[src/rtl/mem_access_release_sched_pkg.sv]
// Shared constants, FSM state type and the wrap-safe time comparison used by
// the memory-access release scheduler.
package mem_access_release_sched_pkg;

  localparam int FIFO_DEPTH = 32;
  localparam int DEPTH_LOG  = 5;
  localparam int CNT_W      = 16;
  localparam int RAM_LOG    = 5;
  localparam int ADDR_W     = 32;
  localparam int OCC_W      = DEPTH_LOG + 1;

  // Occupancy ceiling: the FIFO reports full one entry short of its depth.
  localparam logic [OCC_W-1:0] OCC_FULL = OCC_W'(FIFO_DEPTH - 1);

  typedef enum logic [1:0] {
    IDLE  = 2'd0,
    CHECK = 2'd1,
    REQ   = 2'd2
  } sched_state_t;

  // True when 'now' has reached or passed 't', treating the difference as a
  // signed value so the comparison survives timebase wrap. Only delays below
  // half the timebase range are meaningful.
  function automatic logic time_reached(input logic [CNT_W-1:0] now,
                                        input logic [CNT_W-1:0] t);
    logic [CNT_W-1:0] diff;
    diff = now - t;
    return ~diff[CNT_W-1];
  endfunction

endpackage

[src/rtl/mem_access_release_sched_if.sv]
// Signal bundle between the delay FIFO / RAM port side and the release
// scheduler. The slave modport is the scheduler's view.
//
// Handshake: a request transfers on a rising clk edge where req_valid_o and
// req_ready_i are both 1 and stall_i is 0. Once req_valid_o is raised it stays
// high with req_ram_o/req_addr_o unchanged until that transfer happens;
// req_ready_i may change freely and has no effect while req_valid_o is 0.
interface mem_access_release_sched_if;
  import mem_access_release_sched_pkg::*;

  logic                stall_i;
  logic                push_i;
  logic [RAM_LOG-1:0]  head_ram_i;
  logic [CNT_W-1:0]    head_in_i;
  logic [CNT_W-1:0]    head_out_i;
  logic [ADDR_W-1:0]   head_addr_i;
  logic [CNT_W-1:0]    count_o;
  logic                pop_o;
  logic                req_valid_o;
  logic                req_ready_i;
  logic [RAM_LOG-1:0]  req_ram_o;
  logic [ADDR_W-1:0]   req_addr_o;
  logic                lat_valid_o;
  logic [CNT_W-1:0]    lat_o;
  logic [CNT_W-1:0]    lat_max_o;
  logic [OCC_W-1:0]    occ_o;
  sched_state_t        state;

  modport master (
    output stall_i, push_i, head_ram_i, head_in_i, head_out_i, head_addr_i,
           req_ready_i,
    input  count_o, pop_o, req_valid_o, req_ram_o, req_addr_o, lat_valid_o,
           lat_o, lat_max_o, occ_o, state
  );

  modport slave (
    input  stall_i, push_i, head_ram_i, head_in_i, head_out_i, head_addr_i,
           req_ready_i,
    output count_o, pop_o, req_valid_o, req_ram_o, req_addr_o, lat_valid_o,
           lat_o, lat_max_o, occ_o, state
  );

endinterface

[src/rtl/mem_access_timebase.sv]
// Free-running timebase stamped into FIFO entries. Advances once per
// unstalled cycle and wraps naturally at 2^CNT_W.
module mem_access_timebase
  import mem_access_release_sched_pkg::*;
(
  input  logic             clk,
  input  logic             reset,
  input  logic             stall,
  output logic [CNT_W-1:0] count,
  output logic [CNT_W-1:0] count_next
);

  assign count_next = stall ? count : count + CNT_W'(1);

  // Counter register; stall holds the current value.
  always_ff @(posedge clk) begin
    if (reset) begin
      count <= '0;
    end else begin
      count <= count_next;
    end
  end

endmodule

[src/rtl/mem_access_release_sched.sv]
// Release scheduler for the memory-access delay FIFO. Tracks FIFO occupancy,
// waits until the head entry's release time, issues it to the RAM port with a
// valid/ready handshake, pops the FIFO on acceptance and records the queueing
// latency of every issued access.
module mem_access_release_sched
  import mem_access_release_sched_pkg::*;
(
  input logic                       clk,
  input logic                       reset,
  mem_access_release_sched_if.slave bus
);

  logic [CNT_W-1:0]   count;
  logic [CNT_W-1:0]   count_next;
  sched_state_t       state;
  logic               req_valid;
  logic [RAM_LOG-1:0] req_ram;
  logic [ADDR_W-1:0]  req_addr;
  logic [CNT_W-1:0]   req_in;
  logic [OCC_W-1:0]   occ;
  logic [OCC_W-1:0]   occ_next;
  logic [CNT_W-1:0]   lat_now;
  logic [CNT_W-1:0]   lat_last;
  logic [CNT_W-1:0]   lat_max;
  logic               push_eff;
  logic               accept;
  logic               due;

  mem_access_timebase u_timebase (
    .clk        (clk),
    .reset      (reset),
    .stall      (bus.stall_i),
    .count      (count),
    .count_next (count_next)
  );

  // A transfer happens only on an unstalled edge outside reset.
  assign accept   = req_valid & bus.req_ready_i & ~bus.stall_i & ~reset;
  // Pushes into a full FIFO are dropped by the FIFO itself, so ignore them here.
  assign push_eff = bus.push_i & ~bus.stall_i & (occ != OCC_FULL);
  // Compare against the timebase value of the next cycle so that req_valid_o
  // rises in the very cycle the timebase reaches the release time.
  assign due      = time_reached(count_next, bus.head_out_i);
  assign lat_now  = count - req_in;

  // Next occupancy: simultaneous push and pop cancel out.
  always_comb begin
    occ_next = occ;
    if (push_eff && !accept) begin
      occ_next = occ + OCC_W'(1);
    end else if (accept && !push_eff) begin
      occ_next = occ - OCC_W'(1);
    end
  end

  // Occupancy register, frozen during stall.
  always_ff @(posedge clk) begin
    if (reset) begin
      occ <= '0;
    end else if (!bus.stall_i) begin
      occ <= occ_next;
    end
  end

  // Release FSM: wait for an entry, wait for it to become due, then hold the
  // request until the RAM port accepts it.
  always_ff @(posedge clk) begin
    if (reset) begin
      state     <= IDLE;
      req_valid <= 1'b0;
      req_ram   <= '0;
      req_addr  <= '0;
      req_in    <= '0;
    end else if (!bus.stall_i) begin
      case (state)
        IDLE: begin
          if (occ_next != '0) begin
            state <= CHECK;
          end
        end
        CHECK: begin
          if (due) begin
            state     <= REQ;
            req_valid <= 1'b1;
            req_ram   <= bus.head_ram_i;
            req_addr  <= bus.head_addr_i;
            req_in    <= bus.head_in_i;
          end
        end
        REQ: begin
          if (accept) begin
            req_valid <= 1'b0;
            state     <= (occ_next != '0) ? CHECK : IDLE;
          end
        end
        default: begin
          state     <= IDLE;
          req_valid <= 1'b0;
        end
      endcase
    end
  end

  // Latency statistics, updated on every accepted request.
  always_ff @(posedge clk) begin
    if (reset) begin
      lat_last <= '0;
      lat_max  <= '0;
    end else if (accept) begin
      lat_last <= lat_now;
      if (lat_now > lat_max) begin
        lat_max <= lat_now;
      end
    end
  end

  // Underflow guard: a pop must never be issued while the FIFO is empty.
  always_ff @(posedge clk) begin
    if (!reset && accept) begin
      assert (occ != '0);
    end
  end

  assign bus.count_o     = count;
  assign bus.pop_o       = accept;
  assign bus.req_valid_o = req_valid;
  assign bus.req_ram_o   = req_ram;
  assign bus.req_addr_o  = req_addr;
  assign bus.lat_valid_o = accept;
  assign bus.lat_o       = accept ? lat_now : lat_last;
  assign bus.lat_max_o   = lat_max;
  assign bus.occ_o       = occ;
  assign bus.state       = state;

endmodule

[src/flat_wrapper.sv]
// flat-port wrapper written by rule: the top's interface ports become plain ports
module mem_access_release_sched_flat import mem_access_release_sched_pkg::*;
  (clk, reset, bus_stall_i, bus_push_i, bus_head_ram_i, bus_head_in_i, bus_head_out_i, bus_head_addr_i, bus_req_ready_i, bus_count_o, bus_pop_o, bus_req_valid_o, bus_req_ram_o, bus_req_addr_o, bus_lat_valid_o, bus_lat_o, bus_lat_max_o, bus_occ_o, bus_state);
  mem_access_release_sched_if bus_i ();
  input logic clk;
  input logic reset;
  input wire logic [$bits(bus_i.stall_i)-1:0] bus_stall_i;
  input wire logic [$bits(bus_i.push_i)-1:0] bus_push_i;
  input wire logic [$bits(bus_i.head_ram_i)-1:0] bus_head_ram_i;
  input wire logic [$bits(bus_i.head_in_i)-1:0] bus_head_in_i;
  input wire logic [$bits(bus_i.head_out_i)-1:0] bus_head_out_i;
  input wire logic [$bits(bus_i.head_addr_i)-1:0] bus_head_addr_i;
  input wire logic [$bits(bus_i.req_ready_i)-1:0] bus_req_ready_i;
  output wire logic [$bits(bus_i.count_o)-1:0] bus_count_o;
  output wire logic [$bits(bus_i.pop_o)-1:0] bus_pop_o;
  output wire logic [$bits(bus_i.req_valid_o)-1:0] bus_req_valid_o;
  output wire logic [$bits(bus_i.req_ram_o)-1:0] bus_req_ram_o;
  output wire logic [$bits(bus_i.req_addr_o)-1:0] bus_req_addr_o;
  output wire logic [$bits(bus_i.lat_valid_o)-1:0] bus_lat_valid_o;
  output wire logic [$bits(bus_i.lat_o)-1:0] bus_lat_o;
  output wire logic [$bits(bus_i.lat_max_o)-1:0] bus_lat_max_o;
  output wire logic [$bits(bus_i.occ_o)-1:0] bus_occ_o;
  output wire logic [$bits(bus_i.state)-1:0] bus_state;
  assign bus_i.stall_i = bus_stall_i;
  assign bus_i.push_i = bus_push_i;
  assign bus_i.head_ram_i = bus_head_ram_i;
  assign bus_i.head_in_i = bus_head_in_i;
  assign bus_i.head_out_i = bus_head_out_i;
  assign bus_i.head_addr_i = bus_head_addr_i;
  assign bus_i.req_ready_i = bus_req_ready_i;
  assign bus_count_o = bus_i.count_o;
  assign bus_pop_o = bus_i.pop_o;
  assign bus_req_valid_o = bus_i.req_valid_o;
  assign bus_req_ram_o = bus_i.req_ram_o;
  assign bus_req_addr_o = bus_i.req_addr_o;
  assign bus_lat_valid_o = bus_i.lat_valid_o;
  assign bus_lat_o = bus_i.lat_o;
  assign bus_lat_max_o = bus_i.lat_max_o;
  assign bus_occ_o = bus_i.occ_o;
  assign bus_state = bus_i.state;
  mem_access_release_sched u_core (.clk(clk), .reset(reset), .bus(bus_i));
endmodule
[config.mk]
export PLATFORM = sky130hd
export DESIGN_NAME = mem_access_release_sched_flat
export DESIGN_NICKNAME = d
export VERILOG_FILES = /design/src/rtl/mem_access_release_sched_pkg.sv /design/src/rtl/mem_access_release_sched_if.sv /design/src/rtl/mem_access_timebase.sv /design/src/rtl/mem_access_release_sched.sv /design/src/flat_wrapper.sv
export SDC_FILE = /design/constraint.sdc
export NUM_CORES = 1
export LEC_CHECK = 0
export ABC_AREA = 0
export BUFFER_PORTS_ARGS = -buffer_cell sky130_fd_sc_hd__buf_2
export CELL_PAD_IN_SITES_DETAIL_PLACEMENT = 0
export CELL_PAD_IN_SITES_GLOBAL_PLACEMENT = 1
export CORE_AREA = 8 8 137 139
export DETAILED_ROUTE_END_ITERATION = 12
export DIE_AREA = 0 0 145 147
export PLACE_DENSITY = 0.78
export RECOVER_POWER = 100
export SETUP_SLACK_MARGIN = 0.4
export SYNTH_ARGS = -nofsm -noshare
export SYNTH_HDL_FRONTEND = slang
export SYNTH_SLANG_ARGS = --single-unit
export TNS_END_PERCENT = 1
[constraint.sdc]
create_clock -name clk -period 4.3 [get_ports clk]
set_input_delay 1.29 -clock clk [delete_from_list [all_inputs] [get_ports clk]]
set_output_delay 1.29 -clock clk [all_outputs]
set_load 0.05 [all_outputs]
==> impl_metrics.ini <==
[logic_synthesis]
synth_edf_count = 0
synth_cells = 738
synth_flop_cell = dfxtp_1
yosysWarnings = 0
synth-seq-cells = 110
yosysSeqAreaShare_pct = 34.8
async_reset_ff_share_pct = 0
syn_nets = 861
syn_avg_cell_area_um2 = 8.56
synth.distinct_cells = 61
synth.cell_area_um2 = 6320

[pwr]
total_power_uw = 2340
pwr-share-seq_pct = 44.7
p_sw_share_pct = 29.8
combPwrFrac_pct = 18.8
powerDensity_nw_per_um2 = 300
irDropWorstVdd_v = 0.000192
leakage_uw = 0.00334
p_int_uw = 1640
p_sw_uw = 696
pwr-share-clk_pct = 36.5

[clocking]
cts_buffer_depth = 2
cts_root_buffer = clkbuf_16
ctsHoldBuffers = 0
cts_made_buffers = 9
cts.clk_slew.worst_paths_ns = 0.08
htreeDepth = 3
insertion_delay_ns = 0.37
cts.sink_count = 110
cts_tree = yes

[worst_setup_path]
cp-endpoint = bus_lat_o[2]
r2r_setup_slack_ns = 0.43
r2r_cells = 16
r2r_end = u_core.bus.lat_max_o[0]
timing.rr.start = u_core.u_timebase.count[12]
worstSetupStartpointType = input port
cp_max_fo = 16
startpoint = bus_stall_i
path_class = input port to primary output
cp-end-kind = primary output
required_ns = 3.01
arrival_ns = 2.78

[timing]
fmax_ghz = 0.245
setup_violations = 0
slew_viol_final = 0
final.period_utilization_pct = 94.8
rsz0062_at_grt = yes
tightest_slew_ns = 1.33
timing.hold.ws_ns = 0.457
tns_ns = 0
slew_headroom_pct = 11.5
finalCriticalPeriod_ns = 4.07
skew_ns = 0.0114
finalHoldViolCount = 0

[run_status]
status = finished clean

[finish]
fin_util_pct = 46.5
final_area_um2 = 7800
diodes = 0
nets = 1035
drive_above_1_share_pct = 19.1
area_growth_syn_to_layout_pct = 23.4
fillers = 1744

[floorplanning]
die-area_um2 = 21300
rows = 48
pin_count = 170
dieHeight_um = 147
core-area_um2 = 16800
start_util_pct = 37.7
die_w_um = 145

[flow_run]
drv_cap = 0

[placement]
place_area_um2 = 7410
gp_congestion = 0.808
dp_hpwl_um = 13100
io_buffers = 169

[global_route]
antenna_found_initial = 1
track_usage_pct = 15.8
grt_max_degree = 48
grt_pass1_vias = 5505
overflow = 0
grt_pass1_wl_um = 27900

[route]
via_count = 5475
avgViaCountPerCell = 4.79
drc_errors = 0
wl_um = 16900
drt_iter0_markers = 211
firstDrtPassIters = 4
antenna_left = 0
wl_per_cell_um = 14.8

[min_path]
hp-class = flop to flop
## kinds of logic after synthesis
logic type	Yosys count	synth area share (%)
fa+ha+maj	49	9.82
flops	110	34.8
compound gates	98	10.2
simple gates	284	21.4
buf+inv	89	6.91
mux	75	12.1
xor+xnor	33	4.69
## per-layer routing
layer | share of wire, % | wire length [um] | global-route usage (%) | vias up
met5 | 0.077 | 13 | 0 | -
met4 | 1.4 | 232 | 4.37 | 2
met3 | 6.5 | 1100 | 5.69 | 20
met2 | 45 | 7650 | 25.7 | 131
met1 | 47 | 7950 | 19.5 | 2464
li1 | - | - | - | 2858
## worst min-delay path by stage
stage | cells after the start | startpoint | slack [ns] | endpoint
2_1_floorplan | 2 | u_core.req_in[10] | 0.43 | u_core.req_in[10]
3_3_place_gp | 2 | u_core.bus.req_addr_o[10] | 0.44 | u_core.bus.req_addr_o[10]
4_1_cts | 2 | u_core.bus.req_addr_o[17] | 0.46 | u_core.bus.req_addr_o[17]
5_1_grt | 2 | u_core.bus.req_addr_o[19] | 0.48 | u_core.bus.req_addr_o[19]
3_5_place_dp | 2 | u_core.bus.req_addr_o[17] | 0.45 | u_core.bus.req_addr_o[17]
6_report | 2 | u_core.bus.req_addr_o[18] | 0.46 | u_core.bus.req_addr_o[18]
## cell usage in the layout, fill, tap and decap left out, types with 5 or more instances in the layout
| cell type | n |
|---|---|
| nand2_1 | 140 |
| dfxtp_1 | 105 |
| clkbuf_1 | 85 |
| buf_2 | 74 |
| mux2i_1 | 65 |
| inv_1 | 52 |
| ha_1 | 46 |
| nor2_1 | 42 |
| a21oi_1 | 22 |
| buf_4 | 22 |
| xnor2_1 | 20 |
| and2_1 | 19 |
| o21ai_0 | 15 |
| nand3_1 | 15 |
| and2_0 | 12 |
| a211oi_1 | 11 |
| nor3_1 | 9 |
| clkbuf_16 | 9 |
| clkbuf_2 | 9 |
| o211ai_1 | 8 |
| xor2_1 | 8 |
| mux2_2 | 8 |
| a21o_1 | 7 |
| nand4_1 | 7 |
| nor4_1 | 6 |
| and3_1 | 6 |
| a31oi_1 | 6 |
| nand2b_1 | 5 |
## power by group through the flow
stage | Combinational [uW] | Sequential (uW) | Clock (uW)
floorplan | 244 | 1110 | 0
global placement | 414 | 1070 | 0
detailed placement | 418 | 1070 | 0
CTS | 448 | 1050 | 883
global route | 492 | 1050 | 926
finish | 440 | 1050 | 854
## layout make-up
cell class,instances,area (um^2),area share [%]
Tap cell,225,282,3.61
Sequential cell,110,2210,28.4
Timing Repair Buffer,198,995,12.8
Inverter,54,203,2.60
Multi-Input combinational cell,539,3800,48.8
Clock inverter,6,62.6,0.802
Clock buffer,10,239,3.07
## sequential cells by signal (all words and copies together), names as in the netlist
name,flops
u_core.bus.lat_max_o,16
u_core.bus.occ_o,6
u_core.bus.req_addr_o,32
u_core.bus.req_ram_o,5
u_core.bus.req_valid_o,1
u_core.bus.state,2
u_core.lat_last,16
u_core.req_in,16
u_core.u_timebase.count,16
## cell usage after synthesis, drive strengths merged (10+ instances only)
cell	n	share of area, %
ha	48	9.5
a211oi	11	1.3
a21oi	24	1.9
nor3	11	1.0
and2	31	3.1
inv	54	3.2
mux2i	65	10
nand3	15	1.2
nor2	44	2.6
xor2	11	1.5
mux2	10	1.8
clkbuf	24	1.4
nand2	140	8.3
buf	11	2.3
xnor2	22	3.2
o21ai	18	1.5
dfxtp	110	35
## metrics by stage
step	setup WS (ns)	std cells
6_report	0.226	1142
4_1_cts	0.283	1141
3_3_place_gp	0.160	1119
2_1_floorplan	0.0902	738
3_5_place_dp	0.0643	1119
5_1_grt	0.0992	1142
## worst max-delay path: stages
cell and delay (ns):
buf_2 0.10, buf_4 0.18, nand4bb_1 0.21, inv_1 0.11
buf_4 0.22, nand2_1 0.08, nand2_1 0.09, clkbuf_1 0.48
## timing repair
item                                   in CTS  in global routing
setup endpoints to repair                  12                 86
gates resized for setup                    40                  2
pin swaps                                  10                  5
buffers inserted                            6                  1
endpoints found under the hold margin       0                  0
Note: power is estimated with default switching activity, not from simulation.
